**config.mk**
```make
export PLATFORM = sky130hd
export DESIGN_NAME = data_mem_arbiter_flat
export DESIGN_NICKNAME = d
export VERILOG_FILES = /design/src/rtl/data_mem_arbiter_if.sv /design/src/rtl/data_mem_arbiter.sv /design/src/flat_wrapper.sv
export SDC_FILE = /design/constraint.sdc
export NUM_CORES = 1
export LEC_CHECK = 0
export BUFFER_PORTS_ARGS = -buffer_cell sky130_fd_sc_hd__buf_2
export CORE_MARGIN = 3
export CORE_UTILIZATION = 38
export CTS_BUF_LIST = sky130_fd_sc_hd__clkbuf_4 sky130_fd_sc_hd__clkbuf_8 sky130_fd_sc_hd__clkbuf_16
export DETAILED_ROUTE_END_ITERATION = 16
export PLACE_DENSITY = 0.69
export SYNTH_ARGS = -nofsm -noshare
export SYNTH_HDL_FRONTEND = slang
export SYNTH_SLANG_ARGS = --single-unit
```
**constraint.sdc**
```tcl
create_clock -name clk -period 5.8 [get_ports clk]
set_input_delay 1.16 -clock clk [delete_from_list [all_inputs] [get_ports clk]]
set_output_delay 1.16 -clock clk [all_outputs]
set_load 0.05 [all_outputs]
```
**src/rtl/data_mem_arbiter_if.sv**
```systemverilog
// Bundle of the two requester handshakes and the single data-memory port.
// The arbiter connects through 'slave'; requesters and memory drive the 'master' side.
interface data_mem_arbiter_if;
  logic        p0_req;
  logic        p0_we;
  logic [31:0] p0_addr;
  logic [31:0] p0_wdata;
  logic        p0_ack;
  logic        p0_err;
  logic [31:0] p0_rdata;

  logic        p1_req;
  logic        p1_we;
  logic [31:0] p1_addr;
  logic [31:0] p1_wdata;
  logic        p1_ack;
  logic        p1_err;
  logic [31:0] p1_rdata;

  logic [31:0] mem_address;
  logic [31:0] mem_write_data;
  logic        mem_read;
  logic        mem_write;
  logic [31:0] mem_read_data;

  logic        busy;
  logic        grant;

  modport slave (
    input  p0_req, p0_we, p0_addr, p0_wdata,
    input  p1_req, p1_we, p1_addr, p1_wdata,
    input  mem_read_data,
    output p0_ack, p0_err, p0_rdata,
    output p1_ack, p1_err, p1_rdata,
    output mem_address, mem_write_data, mem_read, mem_write,
    output busy, grant
  );

  modport master (
    output p0_req, p0_we, p0_addr, p0_wdata,
    output p1_req, p1_we, p1_addr, p1_wdata,
    output mem_read_data,
    input  p0_ack, p0_err, p0_rdata,
    input  p1_ack, p1_err, p1_rdata,
    input  mem_address, mem_write_data, mem_read, mem_write,
    input  busy, grant
  );
endinterface

```
**src/rtl/data_mem_arbiter.sv**
```systemverilog
// Round-robin two-port sequencer in front of the word-wide data memory.
// Every output is a flop; accesses go IDLE -> (ISSUE -> (WAIT) ->) DONE -> IDLE.
module data_mem_arbiter #(
  parameter int MEM_BYTES = 1024
) (
  input  logic                 clk,
  input  logic                 rst_n,
  data_mem_arbiter_if.slave    bus
);

  typedef enum logic [1:0] {IDLE, ISSUE, WAIT, DONE} state_t;

  localparam logic [31:0] MAX_ADDR = 32'(MEM_BYTES - 4);

  state_t           state_q, state_d;
  logic             last_grant_q, last_grant_d;
  logic             id_q, id_d;
  logic             we_q, we_d;
  logic             illegal_q, illegal_d;
  logic [1:0]       ack_q, ack_d;
  logic [1:0]       err_q, err_d;
  logic [1:0][31:0] rdata_q, rdata_d;
  logic [31:0]      mem_address_q, mem_address_d;
  logic [31:0]      mem_write_data_q, mem_write_data_d;
  logic             mem_read_q, mem_read_d;
  logic             mem_write_q, mem_write_d;
  logic             busy_q, busy_d;
  logic             grant_q, grant_d;

  logic [1:0]       req_w;
  logic [1:0]       we_w;
  logic [1:0][31:0] addr_w;
  logic [1:0][31:0] wdata_w;

  logic [1:0]       eff_req;
  logic             win;
  logic             win_illegal;

  genvar gi;
  generate
    for (gi = 0; gi < 2; gi++) begin : g_port
      if (gi == 0) begin : g_p0
        assign req_w[gi]   = bus.p0_req;
        assign we_w[gi]    = bus.p0_we;
        assign addr_w[gi]  = bus.p0_addr;
        assign wdata_w[gi] = bus.p0_wdata;
        assign bus.p0_ack   = ack_q[gi];
        assign bus.p0_err   = err_q[gi];
        assign bus.p0_rdata = rdata_q[gi];
      end else begin : g_p1
        assign req_w[gi]   = bus.p1_req;
        assign we_w[gi]    = bus.p1_we;
        assign addr_w[gi]  = bus.p1_addr;
        assign wdata_w[gi] = bus.p1_wdata;
        assign bus.p1_ack   = ack_q[gi];
        assign bus.p1_err   = err_q[gi];
        assign bus.p1_rdata = rdata_q[gi];
      end
    end
  endgenerate

  assign bus.mem_address    = mem_address_q;
  assign bus.mem_write_data = mem_write_data_q;
  assign bus.mem_read       = mem_read_q;
  assign bus.mem_write      = mem_write_q;
  assign bus.busy           = busy_q;
  assign bus.grant          = grant_q;

  always_comb begin
    state_d          = state_q;
    last_grant_d     = last_grant_q;
    id_d             = id_q;
    we_d             = we_q;
    illegal_d        = illegal_q;
    ack_d            = '0;
    err_d            = '0;
    rdata_d          = rdata_q;
    mem_address_d    = mem_address_q;
    mem_write_data_d = mem_write_data_q;
    mem_read_d       = 1'b0;
    mem_write_d      = 1'b0;
    grant_d          = grant_q;
    win              = 1'b0;
    win_illegal      = 1'b0;

    // A port whose ack is showing this cycle is still lowering req; ignore it.
    eff_req = req_w & ~ack_q;

    case (state_q)
      IDLE: begin
        if (|eff_req) begin
          win          = (&eff_req) ? ~last_grant_q : eff_req[1];
          win_illegal  = (addr_w[win][1:0] != 2'b00) || (addr_w[win] > MAX_ADDR);
          id_d         = win;
          grant_d      = win;
          last_grant_d = win;
          we_d         = we_w[win];
          illegal_d    = win_illegal;
          if (win_illegal) begin
            state_d = DONE;
          end else begin
            state_d          = ISSUE;
            mem_address_d    = addr_w[win];
            mem_write_data_d = wdata_w[win];
            mem_read_d       = ~we_w[win];
            mem_write_d      = we_w[win];
          end
        end
      end
      ISSUE: begin
        state_d = we_q ? DONE : WAIT;
      end
      WAIT: begin
        rdata_d[id_q] = bus.mem_read_data;
        state_d       = DONE;
      end
      DONE: begin
        ack_d[id_q] = 1'b1;
        err_d[id_q] = illegal_q;
        if (illegal_q) begin
          rdata_d[id_q] = '0;
        end
        state_d = IDLE;
      end
      default: begin
        state_d = IDLE;
      end
    endcase

    busy_d = (state_d != IDLE);
  end

  always_ff @(posedge clk or negedge rst_n) begin
    if (!rst_n) begin
      state_q          <= IDLE;
      last_grant_q     <= 1'b1;
      id_q             <= 1'b0;
      we_q             <= 1'b0;
      illegal_q        <= 1'b0;
      ack_q            <= '0;
      err_q            <= '0;
      rdata_q          <= '0;
      mem_address_q    <= '0;
      mem_write_data_q <= '0;
      mem_read_q       <= 1'b0;
      mem_write_q      <= 1'b0;
      busy_q           <= 1'b0;
      grant_q          <= 1'b0;
    end else begin
      state_q          <= state_d;
      last_grant_q     <= last_grant_d;
      id_q             <= id_d;
      we_q             <= we_d;
      illegal_q        <= illegal_d;
      ack_q            <= ack_d;
      err_q            <= err_d;
      rdata_q          <= rdata_d;
      mem_address_q    <= mem_address_d;
      mem_write_data_q <= mem_write_data_d;
      mem_read_q       <= mem_read_d;
      mem_write_q      <= mem_write_d;
      busy_q           <= busy_d;
      grant_q          <= grant_d;
    end
  end

endmodule
```
**src/flat_wrapper.sv**
```systemverilog
// flat-port wrapper written by rule: the top's interface ports become plain ports
module data_mem_arbiter_flat 
#(
  parameter int MEM_BYTES = 1024
)
  (clk, rst_n, bus_p0_req, bus_p0_we, bus_p0_addr, bus_p0_wdata, bus_p1_req, bus_p1_we, bus_p1_addr, bus_p1_wdata, bus_mem_read_data, bus_p0_ack, bus_p0_err, bus_p0_rdata, bus_p1_ack, bus_p1_err, bus_p1_rdata, bus_mem_address, bus_mem_write_data, bus_mem_read, bus_mem_write, bus_busy, bus_grant);
  data_mem_arbiter_if bus_i ();
  input  logic clk;
  input  logic rst_n;
  input wire logic [$bits(bus_i.p0_req)-1:0] bus_p0_req;
  input wire logic [$bits(bus_i.p0_we)-1:0] bus_p0_we;
  input wire logic [$bits(bus_i.p0_addr)-1:0] bus_p0_addr;
  input wire logic [$bits(bus_i.p0_wdata)-1:0] bus_p0_wdata;
  input wire logic [$bits(bus_i.p1_req)-1:0] bus_p1_req;
  input wire logic [$bits(bus_i.p1_we)-1:0] bus_p1_we;
  input wire logic [$bits(bus_i.p1_addr)-1:0] bus_p1_addr;
  input wire logic [$bits(bus_i.p1_wdata)-1:0] bus_p1_wdata;
  input wire logic [$bits(bus_i.mem_read_data)-1:0] bus_mem_read_data;
  output wire logic [$bits(bus_i.p0_ack)-1:0] bus_p0_ack;
  output wire logic [$bits(bus_i.p0_err)-1:0] bus_p0_err;
  output wire logic [$bits(bus_i.p0_rdata)-1:0] bus_p0_rdata;
  output wire logic [$bits(bus_i.p1_ack)-1:0] bus_p1_ack;
  output wire logic [$bits(bus_i.p1_err)-1:0] bus_p1_err;
  output wire logic [$bits(bus_i.p1_rdata)-1:0] bus_p1_rdata;
  output wire logic [$bits(bus_i.mem_address)-1:0] bus_mem_address;
  output wire logic [$bits(bus_i.mem_write_data)-1:0] bus_mem_write_data;
  output wire logic [$bits(bus_i.mem_read)-1:0] bus_mem_read;
  output wire logic [$bits(bus_i.mem_write)-1:0] bus_mem_write;
  output wire logic [$bits(bus_i.busy)-1:0] bus_busy;
  output wire logic [$bits(bus_i.grant)-1:0] bus_grant;
  assign bus_i.p0_req = bus_p0_req;
  assign bus_i.p0_we = bus_p0_we;
  assign bus_i.p0_addr = bus_p0_addr;
  assign bus_i.p0_wdata = bus_p0_wdata;
  assign bus_i.p1_req = bus_p1_req;
  assign bus_i.p1_we = bus_p1_we;
  assign bus_i.p1_addr = bus_p1_addr;
  assign bus_i.p1_wdata = bus_p1_wdata;
  assign bus_i.mem_read_data = bus_mem_read_data;
  assign bus_p0_ack = bus_i.p0_ack;
  assign bus_p0_err = bus_i.p0_err;
  assign bus_p0_rdata = bus_i.p0_rdata;
  assign bus_p1_ack = bus_i.p1_ack;
  assign bus_p1_err = bus_i.p1_err;
  assign bus_p1_rdata = bus_i.p1_rdata;
  assign bus_mem_address = bus_i.mem_address;
  assign bus_mem_write_data = bus_i.mem_write_data;
  assign bus_mem_read = bus_i.mem_read;
  assign bus_mem_write = bus_i.mem_write;
  assign bus_busy = bus_i.busy;
  assign bus_grant = bus_i.grant;
  data_mem_arbiter #(.MEM_BYTES(MEM_BYTES)) u_core (.clk(clk), .rst_n(rst_n), .bus(bus_i));
endmodule
```
==> impl_metrics.json, run 1 <==
{
  "status": "complete, no violations",
  "slowest_stage": "nand3_2",
  "drv_cap": 0,
  "skew_ns": 0.0129,
  "syn_area_per_cell_um2": 11.9,
  "slew_violations": 0,
  "r2r_start": "u_core.ack_q[1]$_DFF_PN0_",
  "p_leak_nw": 4.64,
  "peakVddDrop_mv": 0.370,
  "power_frac_seq_pct": 32.4,
  "worstPathCellList": "buf_2 -> and3b_1 -> or2_2 -> o32ai_4 -> nand3_2 -> buf_4 -> mux2_4",
  "layout_common_cells": "buf_2, dfrtp_1, nand2_1",
  "drc_errors": 0,
  "synth_edf_count": 0,
  "dpl.hpwl_um": 12200,
  "die_area_um2": 16600,
  "netlist_area_um2": 5720,
  "ys.flop_type": "dfrtp_1",
  "ant_nets": 0,
  "cp-end-kind": "flip-flop",
  "io_buffers": 301,
  "grt_max_degree": 106,
  "rsz0062_at_grt": "no",
  "synth.distinct_cells": 29,
  "area_growth_pct": 39.6,
  "postCtsSetupRepairBufs": 0,
  "hold_start": "u_core.bus.mem_address[26]$_DFFE_PN0P_",
  "synth_cells": 479,
  "synth_async_sr_flop_share_pct": 100,
  "synth_fp_nets": 649,
  "grt_pass1_wl_um": 25600,
  "critical_path_required_ns": 6.10,
  "vias": 4854,
  "track_usage_pct": 20.2,
  "postPlaceCellArea_um2": 7380,
  "yosysSeqAreaShare_pct": 61.7,
  "pwr-share-clk_pct": 26.7,
  "die_y_um": 129,
  "pwr-share-comb_pct": 40.9,
  "slew_headroom_pct": 35.4,
  "fin_tns_setup_ns": 0,
  "drive_above_1_share_pct": 49.2,
  "grt.overflow.total": 0,
  "worstPathMaxFanout": 42,
  "layout_min_cycle_time_ns": 3.74,
  "initial_utilization_pct": 39.0,
  "cts_root_buf": "clkbuf_16",
  "cellPowerDensity_nw_per_um2": 512,
  "critPathKind": "in -> reg",
  "vias_per_cell": 4.98,
  "clk_path_buf_depth": 2,
  "nNetsFinal": 946,
  "clock_latency_ns": 0.42,
  "routed_wirelength_um": 17000,
  "path_clk_slew_ns": 0.06,
  "cts_buffers": 17,
  "slowest_delay_ns": 0.64,
  "antenna_found_initial": 1,
  "initialDrtViolationCount": 272,
  "instances_no_fill": 974,
  "power.switching_mw": 1.76,
  "start_kind": "input pin",
  "grt_pass1_vias": 4699,
  "layout.cells.most_common": "buf_2",
  "critPathLaunch": "bus_p0_req",
  "postLayoutCellArea_um2": 7980,
  "hold_class": "reg -> reg",
  "die_w_um": 129,
  "place_congestion": 0.787,
  "worstPathArrival_ns": 4.04,
  "setup_violations": 0,
  "fmax_mhz": 268,
  "cts-htree-levels": 4,
  "core_area_um2": 14600,
  "fp-row-count": 44,
  "clkSinkCount": 141,
  "hold_viol": 0,
  "p_int_mw": 2.33,
  "fin_util_pct": 54.5,
  "worstMarginPinSlew_ns": 0.967,
  "yosysWarnings": 0,
  "synth_seq_cells": 141,
  "routedWlPerCell_um": 17.5,
  "drtPass1Iterations": 4,
  "p_sw_share_pct": 43.0,
  "cts.repair.resized": 0,
  "placed_cells": 941,
  "cts_tree": "yes",
  "cts.hold.buffers_added": 0,
  "io_pins": 302,
  "fin_crit_sh_pct": 64.4
}
-- registers in the layout, summed over array words and instances, names as in the netlist --
name / flops
u_core.bus.mem_address: 32
u_core.bus.mem_write: 1
u_core.bus.p0_rdata: 32
u_core.bus.mem_read: 1
u_core.err_q: 2
u_core.bus.p1_rdata: 32
u_core.we_q: 1
u_core.bus.mem_write_data: 32
u_core.illegal_q: 1
u_core.last_grant_q: 1
u_core.state_q: 2
u_core.ack_q: 2
u_core.bus.busy: 1
u_core.id_q: 1
-- cell usage after synthesis (all sizes together), types with 2 or more instances --
cell	count	area (um2)
a21oi	2	10.0
a22o	66	578
and2	25	156
buf	12	71.3
clkbuf	17	63.8
dfrtp	140	3500
ha	4	50.1
inv	4	15.0
mux2	40	503
nand2	128	480
nand2b	3	18.8
nand4	2	12.5
nor2	8	30.0
nor2b	2	12.5
nor4	12	75.1
o21ai	3	15.0
or2	3	18.8
-- path summary, 6_finish.rpt --
path,endpoint,slack (ns),depth (start not counted)
min in group asynchronous,u_core.bus.p1_rdata[28]$_DFFE_PN0P_,0.85,1
hold reg to reg,u_core.bus.mem_address[26]$_DFFE_PN0P_,0.48,1
setup reg to reg,u_core.bus.mem_write_data[22]$_DFFE_PN0P_,2.50,6
hold / removal,u_core.bus.mem_address[26]$_DFFE_PN0P_,0.48,1
max in group asynchronous,u_core.last_grant_q$_DFFE_PN1P_,3.87,2
setup / recovery,u_core.bus.mem_write_data[22]$_DFFE_PN0P_,2.06,7
-- power groups by stage --
stage          logic [mW]  registers, mW  clock network, mW
2_1_floorplan       0.560           1.99                  0
5_1_grt              1.79           1.35               1.16
6_report             1.67           1.32               1.09
4_1_cts              1.68           1.32               1.11
3_5_place_dp         1.69           1.32                  0
3_3_place_gp         1.67           1.33                  0
-- metal layers --
metal	global-route usage (%)	vias to the layer above	share of wire [%]
met1	25.7	2344	41
met5	0	-	0
li1	-	2252	-
met3	6.19	22	8.9
met2	32.7	236	48
met4	7.54	0	1.7
-- stage by stage --
stage	setup WS, ns	power (mW)	hold WS, ns
global placement	1.65	3.00	0.465
detailed placement	1.63	3.02	0.466
CTS	2.07	4.12	0.481
floorplan	3.01	2.55	0.450
global route	1.90	4.30	0.492
finish	2.06	4.08	0.477
-- kinds of logic after synthesis --
logic type | count (synthesis) | synth area share (%)
multiplexers | 41 | 8.97
buffers and inverters | 33 | 2.63
AO/OA/AOI/OAI | 75 | 11.4
flip-flops | 141 | 61.7
adder cells (fa/ha/maj) | 4 | 0.875
AND/OR/NAND/NOR | 185 | 14.4
-- cell type report --
class	count	area (um2)
inverters	4	15.0
clock inverters	14	158
multi-input cells	305	2050
flip-flops and latches	141	3530
fillers	1310	6660
diodes	1	2.50
clock buffers	18	439
well taps	184	230
repair buffers	307	1560
-- critical path: cells and delay by family --
kind                   cells  cell delay [ns]
AO/OA/AOI/OAI              1             0.40
buffers and inverters      2             0.64
multiplexers               1             0.34
AND/OR/NAND/NOR            3             1.46
Power figures use the tool's default switching activity.
==> run 2, diff against run 1 <==
ABC_AREA = 1   (was not set)
PLACE_DENSITY = 0.67   (was 0.69)
clock period = 3.92 ns   (was 5.8 ns; I/O delays follow)
==> run 2 against run 1 <==
  * Cell area up 12%
  * Sequential share of layout area down 4.8 points
  * Clock power up 61%
  * Critical path type is now reg -> reg
  * Largest cell class unchanged
  * Setup slack worse by 1.1 ns
  * Non-clock buffer count up 8
  * First-iteration DRC count up 78%
  * Total power up 66%
==> impl_metrics.json, run 2 <==
{
  "status": "complete, no violations",
  "rr_endpoint": "u_core.bus.busy$_DFF_PN0_",
  "clock_latency_ns": 0.41,
  "cts_tree": "yes",
  "track_usage_pct": 21.1,
  "yosysTopAreaCellShare_pct": 52.9,
  "slew_headroom_pct": 42.7,
  "grt_max_degree": 84,
  "dp_slack_ns": 0.671,
  "peakVddDrop_mv": 0.487,
  "clkSinkCount": 141,
  "initialDrtViolationCount": 485,
  "layout_common_cells": "nand2_1, buf_2, dfrtp_1",
  "power.switching_mw": 3.17,
  "cts_buffers": 17,
  "regToRegSetupSlack_ns": 0.99,
  "io_buffers": 301,
  "synth_edf_count": 0,
  "r2r_start": "u_core.last_grant_q$_DFFE_PN1P_",
  "synth_cells": 837,
  "place_congestion": 0.830,
  "vias": 6429,
  "synth_top_cell_by_area": "dfrtp_1",
  "drv_cap": 0,
  "synth.distinct_cells": 25,
  "worstPathArrival_ns": 3.21,
  "antenna_found_initial": 0,
  "syn_area_per_cell_um2": 7.92,
  "pwr-share-comb_pct": 44.5,
  "ant_nets": 0,
  "grt_pass1_vias": 6078,
  "die_area_um2": 19100,
  "dpl.hpwl_um": 14600,
  "die_y_um": 138,
  "fp-row-count": 47,
  "yosysSeqAreaShare_pct": 53.3,
  "core_area_um2": 16800,
  "netlist_area_um2": 6630,
  "drc_errors": 0,
  "critPathKind": "reg -> reg",
  "power_frac_seq_pct": 29.6,
  "cts.hold.buffers_added": 0,
  "worstMarginPinSlew_ns": 0.860,
  "start_kind": "flip-flop",
  "fin_crit_sh_pct": 74.7,
  "initial_utilization_pct": 39.4,
  "slew_violations": 0,
  "setup_violations": 0,
  "synth_async_sr_flop_share_pct": 100,
  "skew_ns": 0.00746,
  "cp-end-kind": "flip-flop",
  "cts-htree-levels": 4,
  "postCtsSetupRepairBufs": 0,
  "cts.repair.resized": 0,
  "routedWlPerCell_um": 15.0,
  "cellPowerDensity_nw_per_um2": 758,
  "grt_pass1_wl_um": 33000,
  "synth_seq_cells": 141,
  "io_pins": 302,
  "rsz0062_at_grt": "no",
  "p_sw_share_pct": 46.7,
  "vias_per_cell": 4.77,
  "die_w_um": 138,
  "layout_min_cycle_time_ns": 2.93,
  "synth_common_cells": "nand2_1, dfrtp_1, o21ai_0",
  "nNetsFinal": 1284,
  "critical_path_required_ns": 4.21,
  "drtPass1Iterations": 5,
  "pwr-share-clk_pct": 25.9,
  "synth_fp_nets": 1007,
  "hold_viol": 0,
  "hold_class": "in -> async",
  "fmax_mhz": 342,
  "grt.overflow.total": 0,
  "layout.cells.most_common": "nand2_1",
  "p_int_mw": 3.62,
  "rr_worst_depth": 12,
  "worst_slack_ns": 0.993,
  "drive_above_1_share_pct": 32.2,
  "instances_no_fill": 1347,
  "path_clk_slew_ns": 0.06,
  "worstPathMaxFanout": 41,
  "cts_root_buf": "clkbuf_16",
  "yosysWarnings": 0,
  "antenna_cells": 0,
  "routed_wirelength_um": 20300,
  "yosysMostFrequentCell": "nand2_1",
  "fin_tns_setup_ns": 0,
  "area_growth_pct": 35.0,
  "placed_cells": 1315,
  "clk_path_buf_depth": 2,
  "synth_area_leaders": "dfrtp_1, nand2_1, o21ai_0",
  "ys.flop_type": "dfrtp_1",
  "p_leak_nw": 5.36
}
## run 2: cell count changes after synthesis, sizes merged, moves of 12 or more
cell | previous run | this run
nand2 | 128 | 347
o21ai | 3 | 136
a22o | 66 | 0
inv | 4 | 62
mux2 | 40 | 0
nand4 | 2 | 40
and2 | 25 | 0
clkbuf | 17 | 33
nand3b | 0 | 14
buf | 12 | 24
nor4 | 12 | 0
## run 2: through the flow
step                power (mW)  hold slack (ns)  instance area [um2]  utilization (%)
global placement          5.03            0.446                 8300             49.4
finish                    6.79            0.406                 8950             53.2
detailed placement        5.07            0.452                 8300             49.4
CTS                       6.84            0.439                 8950             53.2
global route              7.22            0.459                 8950             53.2
floorplan                 4.16            0.450                 6630                -
## run 2: worst max path at each step
stage	endpoint	cells after the start	from	slack, ns
floorplan	u_core.bus.mem_write_data[17]$_DFFE_PN0P_	14	bus_p1_req	1.63
global placement	u_core.bus.mem_address[20]$_DFFE_PN0P_	14	bus_p1_req	0.73
detailed placement	u_core.bus.mem_address[5]$_DFFE_PN0P_	14	bus_p1_req	0.67
CTS	u_core.bus.busy$_DFF_PN0_	12	u_core.last_grant_q$_DFFE_PN1P_	1.01
global route	u_core.bus.busy$_DFF_PN0_	12	u_core.last_grant_q$_DFFE_PN1P_	0.70
finish	u_core.bus.busy$_DFF_PN0_	12	u_core.last_grant_q$_DFFE_PN1P_	0.99
## run 2: kinds of logic after synthesis
group           after synthesis  share of synthesized area, %
mux                           8                          1.21
flops                       141                          53.3
compound gates              139                          10.6
fa+ha+maj                     4                         0.755
buf+inv                     121                          7.27
simple gates                424                          27.0
## run 2: power groups by stage
stage	logic [mW]	clock network [mW]	registers, mW
floorplan	1.15	0	3.01
global placement	3.01	0	2.02
detailed placement	3.04	0	2.03
CTS	3.04	1.79	2.01
global route	3.31	1.86	2.05
finish	3.02	1.76	2.01
## run 2: area by class of cell
type                    instances  area, um2
fillers                      1631       7870
flip-flops and latches        141       3530
multi-input cells             575       2630
repair buffers                315       1630
clock buffers                  20        448
well taps                     220        275
inverters                      64        240
clock inverters                12        195
## run 2: critical path, cell delays in order (launching register included)
cell	delay, ns
dfstp_2	0.56
nand3_2	0.25
nand2_2	0.59
inv_2	0.24
nand2_1	0.11
nand2_1	0.05
nor2_1	0.10
nand2_1	0.09
nor2_4	0.12
buf_4	0.40
nand2_1	0.10
nand2_1	0.11
nand3_1	0.07
## run 2: metal layers
metal	track usage, %	vias up	part of all wire (%)
li1	-	3222	-
met1	28.2	2939	42
met2	34.8	242	50
met3	4.49	26	6.0
met4	6.60	0	2.0
met5	0	-	0
